==> src/rtl/pipe_ctrl_pkg.sv <==
// Shared types for the pipeline stall controller: sequencer states and the
// per-stage enable/flush bundle driven into the pipeline registers.
package pipe_ctrl_pkg;

  typedef enum logic [1:0] {
    RUN      = 2'd0,
    MEM_WAIT = 2'd1,
    DRAIN    = 2'd2,
    HALTED   = 2'd3
  } state_e;

  localparam int CNT_W_DEF = 16;

  typedef struct packed {
    logic pc_en;
    logic if_id_en;
    logic id_ex_en;
    logic ex_mem_en;
    logic mem_wb_en;
    logic if_id_flush;
    logic id_ex_flush;
  } ctrl_t;

  // Bundle literals, listed PC-first: five enables then the two flushes.
  localparam ctrl_t CTRL_ADVANCE  = ctrl_t'(7'b11111_00);
  localparam ctrl_t CTRL_FREEZE   = ctrl_t'(7'b00000_00);
  localparam ctrl_t CTRL_REDIRECT = ctrl_t'(7'b11111_11);
  localparam ctrl_t CTRL_BUBBLE   = ctrl_t'(7'b00111_01);
  localparam ctrl_t CTRL_HALT_ID  = ctrl_t'(7'b01111_10);

endpackage

==> src/rtl/pipeline_stall_controller_sat_counter.sv <==
// Saturating up-counter used for the stall and flush performance counters;
// it sticks at all-ones instead of wrapping.
module sat_counter
  import pipe_ctrl_pkg::*;
#(
  parameter int WIDTH = CNT_W_DEF
) (
  input  logic             clk,
  input  logic             rst_n,
  input  logic             inc,
  output logic [WIDTH-1:0] count
);

  logic [WIDTH-1:0] count_q;
  logic [WIDTH-1:0] count_d;

  always_comb begin
    count_d = count_q;
    if (inc && (count_q != '1)) begin
      count_d = count_q + WIDTH'(1);
    end
  end

  always_ff @(posedge clk or negedge rst_n) begin
    if (!rst_n) begin
      count_q <= '0;
    end else begin
      count_q <= count_d;
    end
  end

  assign count = count_q;

endmodule

==> src/rtl/pipeline_stall_controller.sv <==
// Central pipeline sequencer: turns memory waits, EX redirects, load-use stalls
// and HLT into per-stage enables/flushes, and owns halt draining and timeouts.
module pipeline_stall_controller
  import pipe_ctrl_pkg::*;
#(
  parameter int DRAIN_CYCLES = 3,
  parameter int MEM_TIMEOUT  = 64,
  parameter int CNT_W        = CNT_W_DEF
) (
  input  logic             clk,
  input  logic             rst_n,
  input  logic             stall_req,
  input  logic             ex_redirect,
  input  logic             halt_id,
  input  logic             dmem_req,
  input  logic             dmem_ready,
  output logic             pc_en,
  output logic             if_id_en,
  output logic             id_ex_en,
  output logic             ex_mem_en,
  output logic             mem_wb_en,
  output logic             if_id_flush,
  output logic             id_ex_flush,
  output logic             halted,
  output logic             mem_err,
  output logic [CNT_W-1:0] stall_cnt,
  output logic [CNT_W-1:0] flush_cnt
);

  localparam int WaitW  = $clog2(MEM_TIMEOUT + 1);
  localparam int DrainW = $clog2(DRAIN_CYCLES + 2);

  state_e            state_q, state_d;
  state_e            mode;
  logic [WaitW-1:0]  wait_q, wait_d;
  logic [DrainW-1:0] drain_q, drain_d;
  logic              draining_q, draining_d;
  logic              mem_err_q, mem_err_d;
  logic              freeze;
  logic              stall_inc;
  logic              flush_inc;
  ctrl_t             ctl;

  assign freeze = dmem_req && !dmem_ready;

  // A completed memory access lets MEM_WAIT behave like the state it interrupted.
  always_comb begin
    mode = state_q;
    if ((state_q == MEM_WAIT) && dmem_ready) begin
      mode = draining_q ? DRAIN : RUN;
    end
  end

  always_comb begin
    state_d    = state_q;
    wait_d     = wait_q;
    drain_d    = drain_q;
    draining_d = draining_q;
    mem_err_d  = mem_err_q;
    ctl        = CTRL_ADVANCE;
    stall_inc  = 1'b0;
    flush_inc  = 1'b0;
    case (mode)
      RUN, DRAIN: begin
        if (freeze) begin
          ctl       = CTRL_FREEZE;
          stall_inc = 1'b1;
          state_d   = MEM_WAIT;
          wait_d    = WaitW'(1);
        end else if (mode == DRAIN) begin
          ctl     = CTRL_BUBBLE;
          wait_d  = '0;
          drain_d = drain_q + DrainW'(1);
          state_d = (drain_q >= DrainW'(DRAIN_CYCLES)) ? HALTED : DRAIN;
        end else begin
          wait_d  = '0;
          state_d = RUN;
          if (ex_redirect) begin
            ctl       = CTRL_REDIRECT;
            flush_inc = 1'b1;
          end else if (stall_req) begin
            ctl       = CTRL_BUBBLE;
            stall_inc = 1'b1;
          end else if (halt_id) begin
            ctl        = CTRL_HALT_ID;
            draining_d = 1'b1;
            drain_d    = DrainW'(1);
            state_d    = DRAIN;
          end
        end
      end
      MEM_WAIT: begin
        ctl       = CTRL_FREEZE;
        stall_inc = 1'b1;
        wait_d    = wait_q + WaitW'(1);
        if (wait_d >= WaitW'(MEM_TIMEOUT)) begin
          state_d   = HALTED;
          mem_err_d = 1'b1;
        end
      end
      HALTED: begin
        ctl = CTRL_FREEZE;
      end
      default: begin
        ctl = CTRL_FREEZE;
      end
    endcase
  end

  always_ff @(posedge clk or negedge rst_n) begin
    if (!rst_n) begin
      state_q    <= RUN;
      wait_q     <= '0;
      drain_q    <= '0;
      draining_q <= 1'b0;
      mem_err_q  <= 1'b0;
    end else begin
      state_q    <= state_d;
      wait_q     <= wait_d;
      drain_q    <= drain_d;
      draining_q <= draining_d;
      mem_err_q  <= mem_err_d;
    end
  end

  sat_counter #(.WIDTH(CNT_W)) u_stall_cnt (
    .clk   (clk),
    .rst_n (rst_n),
    .inc   (stall_inc),
    .count (stall_cnt)
  );

  sat_counter #(.WIDTH(CNT_W)) u_flush_cnt (
    .clk   (clk),
    .rst_n (rst_n),
    .inc   (flush_inc),
    .count (flush_cnt)
  );

  assign pc_en       = ctl.pc_en;
  assign if_id_en    = ctl.if_id_en;
  assign id_ex_en    = ctl.id_ex_en;
  assign ex_mem_en   = ctl.ex_mem_en;
  assign mem_wb_en   = ctl.mem_wb_en;
  assign if_id_flush = ctl.if_id_flush;
  assign id_ex_flush = ctl.id_ex_flush;
  assign halted      = (state_q == HALTED);
  assign mem_err     = mem_err_q;

endmodule
==> config.mk <==
export PLATFORM = sky130hd
export DESIGN_NAME = pipeline_stall_controller
export DESIGN_NICKNAME = d
export VERILOG_FILES = /design/src/rtl/pipe_ctrl_pkg.sv /design/src/rtl/pipeline_stall_controller_sat_counter.sv /design/src/rtl/pipeline_stall_controller.sv
export SDC_FILE = /design/constraint.sdc
export NUM_CORES = 1
export LEC_CHECK = 0
export BUFFER_PORTS_ARGS = -buffer_cell sky130_fd_sc_hd__clkbuf_2
export CORE_ASPECT_RATIO = 0.5
export CORE_UTILIZATION = 30
export DETAILED_ROUTE_END_ITERATION = 16
export PLACE_DENSITY = 0.5
export SLEW_MARGIN = 20
export SYNTH_ARGS = -nofsm -noshare
export SYNTH_HDL_FRONTEND = slang
export SYNTH_SLANG_ARGS = --single-unit
==> constraint.sdc <==
create_clock -name clk -period 2.3 [get_ports clk]
set_clock_uncertainty 0.15 [all_clocks]
set_input_delay 0.46 -clock clk [delete_from_list [all_inputs] [get_ports clk]]
set_output_delay 0.46 -clock clk [all_outputs]
set_load 0.01 [all_outputs]
After elaboration in Yosys (flattened, before gate mapping)
Cells that the tools add are included.

Muxes and demuxes: 31. Bitwise operators: 4. $add $sub $neg: 4. Order comparisons: 2. Reduce and logical (&&, ||, !) cells: 14. Eq/ne operators: 10.

Operator list (count): two-way mux 7 bit (5); adder 16 x 1 -> 16 bit (second input constant) (2); != test 16 bit (second input constant) (2); case mux 7 bit (2 select lines) (2); two-way mux 2 bit (8); two-way mux 3 bit (4); two-way mux 1 bit (10); adder 7 x 1 -> 7 bit (second input constant) (1); greater-or-equal comparator 7 bit (second input constant) (1); == test 2 bit (second input constant) (3); AND reduction 6 bit (1); AND reduction 5 bit (1); == test 2 x 1 -> 1 bit (second input constant) (2); logical AND 1 bit (4); != test 2 x 1 -> 1 bit (second input constant) (2); NOT 1 bit (4); case mux 2 bit (2 select lines) (1); AND reduction 2 bit (2); nonzero test 2 bit (2); OR reduction 2 bit (2); adder 3 x 1 -> 3 bit (second input constant) (1); greater-or-equal comparator 3 x 2 -> 1 bit (second input constant) (1); logical NOT 2 bit (1); != test 2 bit (second input constant) (1); other kinds (2) (2).

Logic and storage cells: 72. Register bits: 46. Output and inout port bits: 41. Input port bits: 7.

Longest topological paths before layout
Depth in word-level cells: 8. Depth in mapped cells: 7.

Cells and area by module
Synthesis repeated with hierarchy kept, for this count alone.

Cell total of the unflattened synthesis: 244. Area total of the unflattened synthesis: 2507.4 um^2.

Modules (own cells, without submodules): pipeline_stall_controller (area an instance 865.8 um^2, instances 1, cells each 100); sat_counter (u_flush_cnt) (area an instance 859.6 um^2, instances 1, cells each 72); sat_counter (u_stall_cnt) (area an instance 782.0 um^2, instances 1, cells each 72).

Least setup slack after synthesis
No wires, ideal clock.

Path kind: in2out. Start point: input dmem_ready. End point: output pc_en. Arrival time: 1.663 ns. Stages on the path: 4. Setup slack: 0.027 ns. Cells stage by stage: or2b_1 > a221oi_1 > and2_1 > a21boi_1.

Word-level cells in the longest chain between the ends: 6. Elaborated cells between the ends (all ways): 13. Those cells by class: eq/ne: 3; mux: 4; reduce/logical: 6.

Ends and longest elaborated chain: start: declaration (RTL line pipeline_stall_controller.sv:16) `input logic dmem_ready,`; logical AND 1 bit (RTL line pipeline_stall_controller.sv:49) `if ((state_q == MEM_WAIT) && dmem_ready) begin`; two-way mux 2 bit (RTL line pipeline_stall_controller.sv:49); == test 2 bit (RTL line pipeline_stall_controller.sv:63, pipeline_stall_controller.sv:70); two-way mux 7 bit (RTL line pipeline_stall_controller.sv:70) `end else if (mode == DRAIN) begin`; two-way mux 7 bit (RTL line pipeline_stall_controller.sv:65) `if (freeze) begin`; case mux 7 bit (2 select lines) (*) (RTL line pipeline_stall_controller.sv:63) `case (mode)`; end: declaration (RTL line pipeline_stall_controller.sv:17) `output logic pc_en,`.

Mark *: on every way between the ends. The rest lies on a longest branch, timed or not.

Worst setup path after layout
Start point: register state_q[1]. End point: output pc_en.

Word-level cells in the longest chain between the ends: 7. Elaborated cells between the ends (all ways): 12. Those cells by class: eq/ne: 4; mux: 4; reduce/logical: 4.

Ends and longest elaborated chain: start: declaration (RTL line pipeline_stall_controller.sv:33) `state_e state_q, state_d;`; start signal: assignment (RTL line pipeline_stall_controller.sv:118) `state_q <= state_d;`; == test 2 x 1 -> 1 bit (RTL line pipeline_stall_controller.sv:49); logical AND 1 bit (RTL line pipeline_stall_controller.sv:49); two-way mux 2 bit (*) (RTL line pipeline_stall_controller.sv:49); == test 2 bit (RTL line pipeline_stall_controller.sv:63, pipeline_stall_controller.sv:70); two-way mux 7 bit (RTL line pipeline_stall_controller.sv:70); two-way mux 7 bit (RTL line pipeline_stall_controller.sv:65); case mux 7 bit (2 select lines) (*) (RTL line pipeline_stall_controller.sv:63).

Marked as above.

==> impl_metrics.toml <==
[yosys]
syn-num-nets = 243
netlist_area_um2 = 2360
synth_cells = 231
synth.area.top_cells = "dfrtp_1, xor2_1, xnor2_1"
ys_ff_latch = 46
synth.top_cell.area_share = 0.487
ys_seq_area_frac = 0.487
synth_top_cell_by_area = "dfrtp_1"
yosys_most_used_dff = "dfrtp_1"
syn_avg_cell_area_um2 = 10.2
synth_cell_types = 46
yosysWarnings = 0
async_flop_share = 1.00
synth_edf_count = 0

[layout]
final_cell_mix = "dfrtp_1, clkbuf_2, nand2_1"
nets = 306
area_growth_pct = 26.2
finalNonFillerCells = 403
antennaDiodeCount = 0
fill_cells = 767
drive_above_1_share = 0.275

[placement]
pre_cts_ws_ns = 0.00156
hpwl_mm = 3.71
gp_congestion = 0.795
dpl.cell_count = 393
port_buffers = 47

[critical_path]
cp_top_family = "simple AND/OR/NAND/NOR gates"
r2r-end = "u_stall_cnt.count[1]$_DFFE_PN0P_"
regToRegStartpoint = "state_q[0]$_DFFE_PN0P_"
regToRegSetupSlack_ns = 0.26
cp.required_ns = 1.69
path_max_fanout = 2
rr_worst_depth = 6
critPathLaunch = "state_q[1]$_DFFE_PN0P_"
cp_data_arrival_time_ns = 1.64
start_kind = "flip-flop"
worst-path-buf-inv = 1
end_kind = "output pin"
path_depth = 5
crit_type = "flip-flop to output pin"
cp_slowest_cell = "dfrtp_1"
cp_cell_sequence = "or2b_1, a221oi_2, and2_1, a21boi_2, buf_2"
slowest_delay_ns = 0.38
crit_path_end = "pc_en"

[clocking]
cts_tree = "done"
clkSinkCount = 46
clockBufferDepth = 2
clk-insertion-delay-late_ns = 0.29
numCtsBuffers = 5
cts-htree-levels = 2
clk_pin_slew_worst_paths_ns = 0.06
cts_hold_buf = 0
root_buffer = "clkbuf_16"

[die]
ioPinCount = 48
start_util = 0.316
fp.dieW_um = 128
rows = 22
die_y_um = 64.8
dieArea_um2 = 8260
core_area_um2 = 7490

[global_routing]
grt_use_met2 = 0.207
busiest_layer = "met2"
grt_use_total = 0.137
grt_max_degree = 47
overflow = 0
grt_pass1_vias = 1905
grt_util_met1 = 0.185
antenna_found_initial = 0
grt_util_met3 = 0.0372
grt_pass1_wl_mm = 8.82

[outcome]
status = "complete, no violations"

[detailed_routing]
dr.first_iter.drc_count = 65
drc = 0
first_pass_iters = 4
num_vias = 1868
vias_per_cell = 4.64
drt_wl_total_mm = 5.03
wire_per_inst_um = 12.5
drt.antenna.violating_nets = 0

[sta]
fmax_ghz = 0.445
fin_tns_setup_ns = 0
setup_viol = 0
holdWs_ns = 0.0970
finalHoldViolCount = 0
worst_slew_pin_slew_ns = 0.583
drv_slew = 0
max_slew_margin = 0.612
fin_crit_ns = 2.25
setup_ws_ns = 0.0525
rsz0062_at_grt = "yes"
finalCritPeriodShare = 0.977

[power]
leakage_nw = 1.40
pwr-share-seq = 0.410
switching_share = 0.359
irDropWorstVdd_v = 0.000357
internal-power_mw = 1.89
combPwrFrac = 0.341
p_sw_mw = 1.06
p_per_area_nw_per_um2 = 989
p_clk_frac = 0.249

[flow_run]
maxCapViolations = 0

[min_path]
min_path_type = "input port to async pin"
-- metal layers --
metal | wire length, µm | share of wire
met2 | 2210 | 0.44
met4 | 87 | 0.017
met3 | 185 | 0.037
met5 | 0 | 0
met1 | 2550 | 0.51
-- repair_timing --
item | 4_1_cts | 5_1_grt
resized for setup | 1 | 4
endpoints found under the hold margin | 0 | 0
pin swaps | 1 | 1
setup endpoints to repair | 2 | 2
buffers inserted | 2 | 0
-- power by group through the flow --
| stage | Combinational (mW) | Sequential, mW | Clock (mW) |
|---|---|---|---|
| 4_1_cts | 1.01 | 1.21 | 0.761 |
| 3_5_place_dp | 0.973 | 1.23 | 0 |
| 6_report | 1.01 | 1.21 | 0.734 |
| 3_3_place_gp | 0.951 | 1.23 | 0 |
| 2_1_floorplan | 0.574 | 1.23 | 0 |
| 5_1_grt | 1.14 | 1.25 | 0.793 |
-- through the flow --
| stage | power [mW] | instance area (µm²) | util |
|---|---|---|---|
| floorplan | 1.80 | 2360 | - |
| global placement | 2.18 | 2800 | 0.374 |
| detailed placement | 2.20 | 2800 | 0.374 |
| CTS | 2.98 | 2970 | 0.397 |
| global route | 3.18 | 2980 | 0.398 |
| finish | 2.95 | 2980 | 0.398 |
-- state kept, by name (all words and copies together) (netlist names) --
signal             flops
mem_err                1
draining_q             1
wait_q                 7
u_stall_cnt.count     16
u_flush_cnt.count     16
drain_q                3
state_q                2
-- cell families after synthesis --
group | synth area share
compound gates | 0.0990
xor+xnor | 0.115
fa+ha+maj | 0.0265
buf+inv | 0.0371
flops | 0.487
mux | 0.0138
simple gates | 0.222
-- area by class of cell --
type / count / area (µm²) / share of cell area
inverter: 10 / 37.5 / 0.0126
tap: 108 / 135 / 0.0453
clock inverter: 1 / 5.00 / 0.00168
multi-input combinational: 168 / 1140 / 0.383
sequential: 46 / 1150 / 0.386
timing repair buffer: 63 / 368 / 0.123
clock buffer: 7 / 143 / 0.0478
-- worst min path at each step --
stage	from	to	slack, ns
floorplan	rst_n	drain_q[0]$_DFFE_PN0P_	0.01
global placement	mem_err$_DFFE_PN0P_	mem_err$_DFFE_PN0P_	0.31
detailed placement	mem_err$_DFFE_PN0P_	mem_err$_DFFE_PN0P_	0.31
CTS	rst_n	wait_q[5]$_DFFE_PN0P_	0.12
global route	rst_n	wait_q[5]$_DFFE_PN0P_	0.16
finish	rst_n	wait_q[1]$_DFFE_PN0P_	0.1
-- cell usage after synthesis, types with 2 or more instances --
| master | instances |
|---|---|
| o21ai_0 | 5 |
| and2_1 | 3 |
| inv_1 | 10 |
| nor4_2 | 2 |
| a211oi_1 | 2 |
| buf_4 | 2 |
| a21oi_1 | 8 |
| o21bai_1 | 2 |
| nand2_1 | 18 |
| xnor2_1 | 15 |
| a22o_1 | 2 |
| ha_1 | 5 |
| clkbuf_1 | 2 |
| mux2_1 | 2 |
| nor2_1 | 16 |
| a21o_1 | 2 |
| xor2_1 | 16 |
| nor4_1 | 6 |
| nand3_1 | 8 |
| and3_1 | 7 |
| buf_6 | 2 |
| o21ai_1 | 2 |
| nor3_1 | 9 |
| nor3b_1 | 2 |
| nor2b_1 | 3 |
| dfrtp_1 | 46 |
| nand4_1 | 15 |
No activity file was read; power rests on OpenSTA's default activity.
